[src/rtl/drive_cmd_sequencer.sv]
// Drive command sequencer: auto/manual source select, minimum dwell, braking on side reversal, e-stop.
// Optional source watchdog (TIMEOUT state, wdog_tripped) is built when DRIVE_SEQ_WDOG_EN is defined.
module drive_cmd_sequencer #(
   parameter int MIN_DWELL    = 2500000,
   parameter int BRAKE_CYCLES = 5000000,
   parameter int WDOG_CYCLES  = 25000000,
   parameter int CNT_W = $clog2((MIN_DWELL > BRAKE_CYCLES)
                                ? ((MIN_DWELL > WDOG_CYCLES) ? MIN_DWELL : WDOG_CYCLES)
                                : ((BRAKE_CYCLES > WDOG_CYCLES) ? BRAKE_CYCLES : WDOG_CYCLES)) + 1
) (
   input  logic       clk,
   input  logic       reset,
   input  logic [2:0] auto_cmd,
   input  logic       auto_valid,
   input  logic [2:0] manual_cmd,
   input  logic       manual_valid,
   input  logic       manual_mode,
   input  logic       estop,
   output logic [2:0] cmd_out,
   output logic       cmd_strobe,
   output logic       brake_active,
   output logic       wdog_tripped
);
   // state   | meaning
   // HOLD    | cmd_out stable, dwell timer running, requests evaluated
   // BRAKE   | forced Stop after a left/right reversal, pending command released at the end
   // TIMEOUT | selected source went silent, Stop forced until its next valid
   typedef enum logic [1:0] {HOLD = 2'd0, BRAKE = 2'd1, TIMEOUT = 2'd2} state_t;

   localparam logic [2:0]       STOP      = 3'd0;
   localparam logic [CNT_W-1:0] DWELL_MAX = CNT_W'(MIN_DWELL);
   localparam logic [CNT_W-1:0] BRK_LAST  = CNT_W'(BRAKE_CYCLES - 1);

   state_t           state;
   logic [2:0]       pending;
   logic [CNT_W-1:0] dwell_cnt;
   logic [CNT_W-1:0] brk_cnt;
   logic [2:0]       sel_cmd;
   logic [2:0]       req;
   logic             sel_valid;
   logic             reversal;

   function automatic logic is_left(input logic [2:0] c);
      return (c == 3'd1) || (c == 3'd2);
   endfunction

   function automatic logic is_right(input logic [2:0] c);
      return (c == 3'd4) || (c == 3'd5);
   endfunction

   // Codes 6 and 7 are folded into Stop before any decision is made.
   always_comb begin
      sel_cmd   = manual_mode ? manual_cmd : auto_cmd;
      sel_valid = manual_mode ? manual_valid : auto_valid;
      req       = (sel_cmd > 3'd5) ? STOP : sel_cmd;
      reversal  = (is_left(cmd_out) && is_right(req)) || (is_right(cmd_out) && is_left(req));
   end

`ifdef DRIVE_SEQ_WDOG_EN
   localparam logic [CNT_W-1:0] WD_LAST = CNT_W'(WDOG_CYCLES - 1);
   logic [CNT_W-1:0] wd_cnt;
   logic             mode_q;
   logic             wdog_q;
   logic             mode_change;

   assign mode_change  = manual_mode ^ mode_q;
   assign wdog_tripped = wdog_q;
`else
   assign wdog_tripped = 1'b0;
`endif

   always_ff @(posedge clk) begin
      if (reset) begin
         state        <= HOLD;
         cmd_out      <= STOP;
         cmd_strobe   <= 1'b0;
         brake_active <= 1'b0;
         pending      <= STOP;
         dwell_cnt    <= '0;
         brk_cnt      <= '0;
`ifdef DRIVE_SEQ_WDOG_EN
         wd_cnt       <= '0;
         wdog_q       <= 1'b0;
`endif
      end else begin
         cmd_strobe <= 1'b0;
         if (estop) begin
            state        <= HOLD;
            cmd_out      <= STOP;
            cmd_strobe   <= (cmd_out != STOP);
            brake_active <= 1'b0;
            pending      <= STOP;
            dwell_cnt    <= '0;
            brk_cnt      <= '0;
`ifdef DRIVE_SEQ_WDOG_EN
            wd_cnt       <= '0;
            wdog_q       <= 1'b0;
`endif
         end
`ifdef DRIVE_SEQ_WDOG_EN
         else if (state != TIMEOUT && wd_cnt == WD_LAST) begin
            state        <= TIMEOUT;
            cmd_out      <= STOP;
            cmd_strobe   <= (cmd_out != STOP);
            brake_active <= 1'b0;
            pending      <= STOP;
            wd_cnt       <= '0;
            wdog_q       <= 1'b1;
         end
`endif
         else begin
`ifdef DRIVE_SEQ_WDOG_EN
            if (state == TIMEOUT || sel_valid || mode_change)
               wd_cnt <= '0;
            else if (wd_cnt != WD_LAST)
               wd_cnt <= wd_cnt + CNT_W'(1);
`endif
            case (state)
               HOLD: begin
                  if (dwell_cnt != DWELL_MAX)
                     dwell_cnt <= dwell_cnt + CNT_W'(1);
                  if (sel_valid && req != cmd_out) begin
                     if (req == STOP) begin
                        cmd_out    <= STOP;
                        cmd_strobe <= 1'b1;
                        dwell_cnt  <= '0;
                     end else if (dwell_cnt >= DWELL_MAX) begin
                        cmd_strobe <= 1'b1;
                        if (reversal) begin
                           cmd_out      <= STOP;
                           pending      <= req;
                           brk_cnt      <= '0;
                           brake_active <= 1'b1;
                           state        <= BRAKE;
                        end else begin
                           cmd_out   <= req;
                           dwell_cnt <= '0;
                        end
                     end
                  end
               end
               BRAKE: begin
                  if (sel_valid && req == STOP) begin
                     state        <= HOLD;
                     brake_active <= 1'b0;
                     pending      <= STOP;
                     dwell_cnt    <= '0;
                  end else if (brk_cnt == BRK_LAST) begin
                     // A request arriving on the final brake cycle is the newest pending value.
                     state        <= HOLD;
                     brake_active <= 1'b0;
                     cmd_out      <= sel_valid ? req : pending;
                     cmd_strobe   <= 1'b1;
                     pending      <= STOP;
                     dwell_cnt    <= '0;
                  end else begin
                     if (sel_valid)
                        pending <= req;
                     brk_cnt <= brk_cnt + CNT_W'(1);
                  end
               end
               TIMEOUT: begin
                  if (sel_valid) begin
                     state      <= HOLD;
                     cmd_out    <= req;
                     cmd_strobe <= (req != STOP);
                     dwell_cnt  <= '0;
`ifdef DRIVE_SEQ_WDOG_EN
                     wdog_q     <= 1'b0;
`endif
                  end
               end
               default: state <= HOLD;
            endcase
         end
      end
   end

`ifdef DRIVE_SEQ_WDOG_EN
   always_ff @(posedge clk) begin
      mode_q <= manual_mode;
   end
`endif

endmodule

[config.mk]
export PLATFORM = sky130hd
export DESIGN_NAME = drive_cmd_sequencer
export DESIGN_NICKNAME = d
export VERILOG_FILES = /design/src/rtl/drive_cmd_sequencer.sv
export SDC_FILE = /design/constraint.sdc
export NUM_CORES = 1
export LEC_CHECK = 0
export ABC_AREA = 1
export BUFFER_PORTS_ARGS = -buffer_cell sky130_fd_sc_hd__buf_2
export CAP_MARGIN = 10
export CORE_MARGIN = 3
export CORE_UTILIZATION = 65
export DETAILED_ROUTE_END_ITERATION = 8
export PLACE_DENSITY = 0.93
export SLEW_MARGIN = 20
export SYNTH_ARGS = -nofsm -noshare
export SYNTH_HDL_FRONTEND = slang
export SYNTH_SLANG_ARGS = --single-unit
[constraint.sdc]
create_clock -name clk -period 3.25 [get_ports clk]
set_input_delay 0.65 -clock clk [delete_from_list [all_inputs] [get_ports clk]]
set_output_delay 0.65 -clock clk [all_outputs]
set_load 0.005 [all_outputs]
# --- Word-level counts from Yosys, hierarchy flattened ---
# Index checks and enable logic that the tools add are counted.
totals:
  ram_bits: 0
  inputBits: 12
  memories: 0
  latch_bits: 0
  mem_bits_ro: 0
  reg_bits: 62
op_classes:
  bitwise_logic: 0
  shift: 0
  eq_ne: 23
  magnitude_cmp: 2
  mul: 0
  add_sub_neg: 2
  n_reduce_logical: 22
  n_mux: 58
  div: 0
op_table:
  columns: ["operator", "count"]
  rows:
  - ["$mux 26", 14]
  - ["$pmux 26 s3", 1]
  - ["$add 26x1->26 const B", 2]
  - ["$pmux 26 s2", 1]
  - ["$mux 3", 16]
  - ["$eq 26x23->1 const B", 1]
  - ["$ge 26x22->1 const B", 1]
  - ["$ne 26x22->1 const B", 1]
  - ["$reduce_and 6->1", 3]
  - ["$ne 2x2->1 const B", 8]
  - ["$mux 1", 14]
  - ["$mux 2", 7]
  - ["$eq 3x3->1 const B", 4]
  - ["$pmux 3 s3", 1]
  - ["$reduce_bool 3->1", 3]
  - ["$reduce_and 7->1", 1]
  - ["$eq 3x1->1 const B", 2]
  - ["$eq 3x2->1 const B", 2]
  - ["$ne 3x3->1 const B", 2]
  - ["$pmux 2 s3", 1]
  - ["$pmux 3 s2", 1]
  - ["$logic_or 1x1->1", 5]
  - ["$reduce_and 5->1", 1]
  - ["$logic_and 1x1->1", 4]
  - ["other kinds (11)", 11]

# --- Depth between registers and ports, before layout ---
depth:
  depth_word: 12
  depth_mapped: 15
  depth_no_buf: 14

# --- Worst setup path before layout ---
# No wires, ideal clock.
synth_timing:
  path_type: "in2reg"
  startpoint: "input port manual_mode"
  endpoint: "register brk_cnt[0]"
  arrival_time_ps: 1866
  stages: 11
  path_buffers: 3
  setup_ps: 113
  required_time_ps: 3137
  path_slack_ps: 1271
  cell_sequence: "buf_6 -> inv_6 -> nand2_1 -> nand2_1 -> clkbuf_1 -> nand2_4 -> nand2_4 -> nand3_4 -> buf_6 -> o21ai_1 -> inv_1"
synth_via:
  elab_chain_cells: 9
synth_lines:
  columns: ["item", "line", "rtl"]
  rows:
  - ["from (decl)", "17", "input logic manual_mode,"]
  - ["$mux 3", "53", "sel_cmd = manual_mode ? manual_cmd : auto_cmd;"]
  - ["$gt 3x3->1", "55", "req = (sel_cmd > 3'd5) ? STOP : sel_cmd;"]
  - ["$mux 3", "55", null]
  - ["$eq 3x3->1 (tied with other cells)", "48", "return (c == 3'd4) || (c == 3'd5);"]
  - ["$logic_or 1x1->1, on equally long branches", "48, 44", null]
  - ["$logic_and 1x1->1", "56", "reversal = (is_left(cmd_out) && is_right(req)) || (is_right(cmd_out) && is_left(req));"]
  - ["$logic_or 1x1->1", "56", null]
  - ["$ne 2x2->1 (no source line)", null, null]
  - ["$reduce_and 7->1 (no source line) (*)", null, null]
  - ["to (signal assigned)", "159", "brk_cnt <= brk_cnt + CNT_W'(1);"]
  - ["to (decl)", "37", "logic [CNT_W-1:0] brk_cnt;"]
# Mark *: on every way between the ends. The rest lies on a longest branch, timed or not.
# A chain may end at the register's enable or synchronous reset.

# --- Worst setup path after layout ---
layout_timing:
  startpoint: "register dwell_cnt[15]"
  endpoint: "register brk_cnt[4]"
layout_via:
  elab_chain_cells: 3
layout_lines:
  columns: ["item", "line", "rtl"]
  rows:
  - ["from (decl)", "36", "logic [CNT_W-1:0] dwell_cnt;"]
  - ["from (signal assigned)", "121", "dwell_cnt <= dwell_cnt + CNT_W'(1);"]
  - ["$ge 26x22->1", "127", "end else if (dwell_cnt >= DWELL_MAX) begin"]
  - ["$ne 2x2->1 (no source line)", null, null]
  - ["$reduce_and 7->1 (no source line)", null, null]
# Every way passes these cells.

==> summary by stage <==
Floorplanning
The count of boundary I/O pins is 18. The initial cell density of the core is between 60% and 70%. The region available for standard cell placement spans about 6500 um2. The full die area is roughly 8000 um2. The floorplan has 29 rows. The floorplan step set the die height to ~89 um.

The floorplan step set the die width to around 89 um.

CTS
TritonCTS built the clock tree. The clock root buffer master is clkbuf_8. The number of gates resized after CTS was 0. At the later pin of the worst-skew pair, clock insertion delay measures 350 ps.

TritonCTS created 9 clock buffers. In this run the number of H-tree levels came out at 3. The total setup buffers inserted after CTS is 0. CTS saw 60 sinks. For this design, the CTS-stage hold fixing added 0 buffers. Counting along the longest clock path gives a buffer depth of 2. The clock-pin slew on the worst setup and hold paths is roughly 70 ps.

Power and ir drop
Cell internal power was estimated by the tool at 1.18 mW. In this run the power spent charging and discharging nets is about 430 uW. In this run, the combinational gates consume a little under 10% of the power. After layout, the design draws a total of 1.61 mW.

In this run, flip-flops and latches consume between 40% and 50% of the power. The power per cell area is ~340 nW/um2. The maximum VDD drop is ~0.00031 V. The switching part of the total power is roughly 27%. The analysis attributes to cell leakage a power of about 1.7 nW.

Of the total power, the clock network draws between 40 and 50%.

Logic synthesis
The sequential area share after synthesis is a little over a quarter. Synthesis inferred 60 register bits. Yosys mapped the design onto 35 distinct sky130hd cell types. For this run, the leading register cell type out of synthesis is dfxtp_1.

The synthesized cell area is about 4500 um2. The Yosys warning count is 0. The synthesized instance count is 772. In the post-synthesis netlist, the biggest area contributors are dfxtp_1, nand2_1, nor2_1. The most area-hungry cell type in the Yosys netlist is dfxtp_1. In this run, synthesis inferred 0 flip-flops with an integrated enable. The average size of a mapped cell is a little under 6 um2. The area share of the largest cell type after synthesis is a little over a quarter. The share of synthesized registers carrying an async set or reset is 0%. The post-synthesis net count is 787.

Drt
Dividing the detail-routed via count by the number of cells gives a little under 6. The count of nets left with antenna violations once routing finished came out at 0. After detailed routing, the average wire length per cell comes to approximately 14 um. The final route contains 5035 vias.

The first-iteration detailed-routing DRC count is 470. The total wire length is ~12000 um. The residual DRC count is 0. The pre-antenna-repair detailed-routing pass consisted of 7 iterations.

Final layout
The area growth from synthesis to final layout is 6.08%. Cells with a size suffix above 1 make up between 9 and 10% of the layout. Summing all flip-flop and latch instances after layout gives between 1000 and 1500 um2. The net count of the finished layout is just under 800.

The layout filler cell count is ~550. 0 antenna diodes ended up in the layout. The total area of multi-input combinational cells is between 2000 and 3000 um2.

Run
Max-cap violations in this run came to 0.

Setup path
In this run the worst path has a maximum fanout of 27. The data arrival time at the worst-slack endpoint is 2620 ps. The number of cells on the worst reg-to-reg path is 9. The worst register-to-register path begins at dwell_cnt[15].

Following the worst setup path forward leads to its endpoint at brk_cnt[4]. Data on the critical path is required at its endpoint by roughly 3500 ps. The source of the critical timing path is dwell_cnt[15]. The worst setup path is launched from a register.

The critical path is of the register to register type. The reg-to-reg critical path endpoint is brk_cnt[4]. The endpoint kind of the worst setup timing path is a register. The worst reg-to-reg setup slack is 870 ps.

Place
Port buffering added 16 buffers. The HPWL reported at the end of detailed placement is ~8100 um. The placer congestion estimate is ~1.

Timing
The max-slew violation count is 0. The final critical delay including setup and external delays is 2380 ps. At the pin with the least slew margin, the transition time is 927 ps. The worst slew margin relative to its limit is 37.8%. For the final database, setup skew stands at about 7.6 ps. The final count of hold timing violations is 0. Setup repair after global routing left no endpoint under its margin. Dividing the final minimum period by the clock period gives 73.1%.

The maximum operating frequency is around 0.42 GHz. Adding up every negative setup slack in the final design gives 0 ps. Setup violations remaining at the end of the flow were counted as 0.

Global routing
The number of global-route vias before repair is around 4500. The maximum number of pins on one net before global-route repair is 35. The initial antenna violation count is 0.

The global routing usage summed across all routing layers is 31.2%. The remaining global-route overflow is 0. The first-pass GRT wire length is approximately 20000 um.

Hold path
The class of the most critical hold timing path is register to register.

Status
The flow ran to the end, and the final reports show no timing, DRC or antenna violations.
-- cell families (layout without fill, tap and decap cells) --
logic type / after synthesis / after routing / synth area share, %
XOR/XNOR: 27 / 27 / 5.27
buffers and inverters: 99 / 109 / 9.34
AO/OA/AOI/OAI: 78 / 78 / 8.92
flip-flops: 60 / 60 / 26.8
other: 1 / 1 / 0.0836
adder cells (fa/ha/maj): 3 / 3 / 0.836
AND/OR/NAND/NOR: 504 / 504 / 48.8
-- cell usage in the layout, fill, tap and decap left out, drive strengths merged --
cell        n
a21oi      58
a41o        1
and2        1
buf        21
bufinv      1
clkbuf     12
clkinv      4
clkinvlp    1
conb        1
dfxtp      60
ha          3
inv        70
nand2     255
nand3      59
nand3b      1
nand4      35
nor2      137
nor3       13
nor3b       2
nor4        1
o21ai      16
o21bai      1
o22ai       2
xnor2       8
xor2       19
-- layout make-up --
cell class,count,area share [%]
Clock inverter,4,0.999
Clock buffer,12,3.26
Timing Repair Buffer,21,2.47
Tap cell,77,2.02
Inverter,72,5.78
Sequential cell,60,25.2
Multi-Input combinational cell,613,60.2
-- per-layer routing --
layer	global-route usage [%]	vias up	share of wire, %	wire (um)
li1	-	2485	-	-
met1	38.9	2272	42	4910
met2	53.5	247	48	5590
met3	6.64	31	7.5	877
met4	9.61	0	2.3	272
met5	0	-	0	0
-- registers in the layout (all words and copies together), names as in the netlist --
name,cells
dwell_cnt,26
pending,3
cmd_out,3
brk_cnt,26
brake_active,1
cmd_strobe,1
-- critical path, cell delays in order (launching register included) --
cell,delay [ps]
dfxtp_1,370
nor2_1,190
nand2_1,70
nor2_1,100
nor2_1,50
nor2_2,200
nand3_2,520
nand3_4,500
nand2_1,100
a21oi_1,160
-- power by group through the flow --
stage | sequential (mW) | combinational, mW | clock [mW]
after floorplan | 0.761 | 0.120 | 0
after global placement | 0.761 | 0.147 | 0
after detailed placement | 0.762 | 0.154 | 0
after CTS | 0.745 | 0.156 | 0.714
after global routing | 0.745 | 0.175 | 0.753
final | 0.745 | 0.159 | 0.705
-- per-stage QoR --
stage | cells | utilization, % | cell area [um2] | hold slack [ps] | setup slack [ps]
final | 859 | 72.9 | 4760 | 483 | 874
after CTS | 859 | 72.9 | 4760 | 485 | 878
after detailed placement | 843 | 69.8 | 4560 | 475 | 644
after global placement | 843 | 69.8 | 4560 | 468 | 757
after global routing | 859 | 72.9 | 4760 | 510 | 652
after floorplan | 772 | - | 4490 | 454 | 1270
-- worst min path at each step --
stage          cells after the start            end           from
2_1_floorplan                      2    brk_cnt[25]    brk_cnt[25]
3_3_place_gp                       2    brk_cnt[25]    brk_cnt[25]
3_5_place_dp                       2    brk_cnt[25]    brk_cnt[25]
4_1_cts                            2    brk_cnt[25]    brk_cnt[25]
5_1_grt                            2  dwell_cnt[25]  dwell_cnt[25]
6_report                           2    brk_cnt[25]    brk_cnt[25]
-- cell usage after synthesis (all sizes together), types with 13 or more instances --
cell type,count
nand2,255
nor2,137
nand3,59
dfxtp,60
xor2,19
buf,19
inv,70
a21oi,58
o21ai,16
nand4,35
nor3,13
Note: power is estimated with default switching activity, not from simulation.
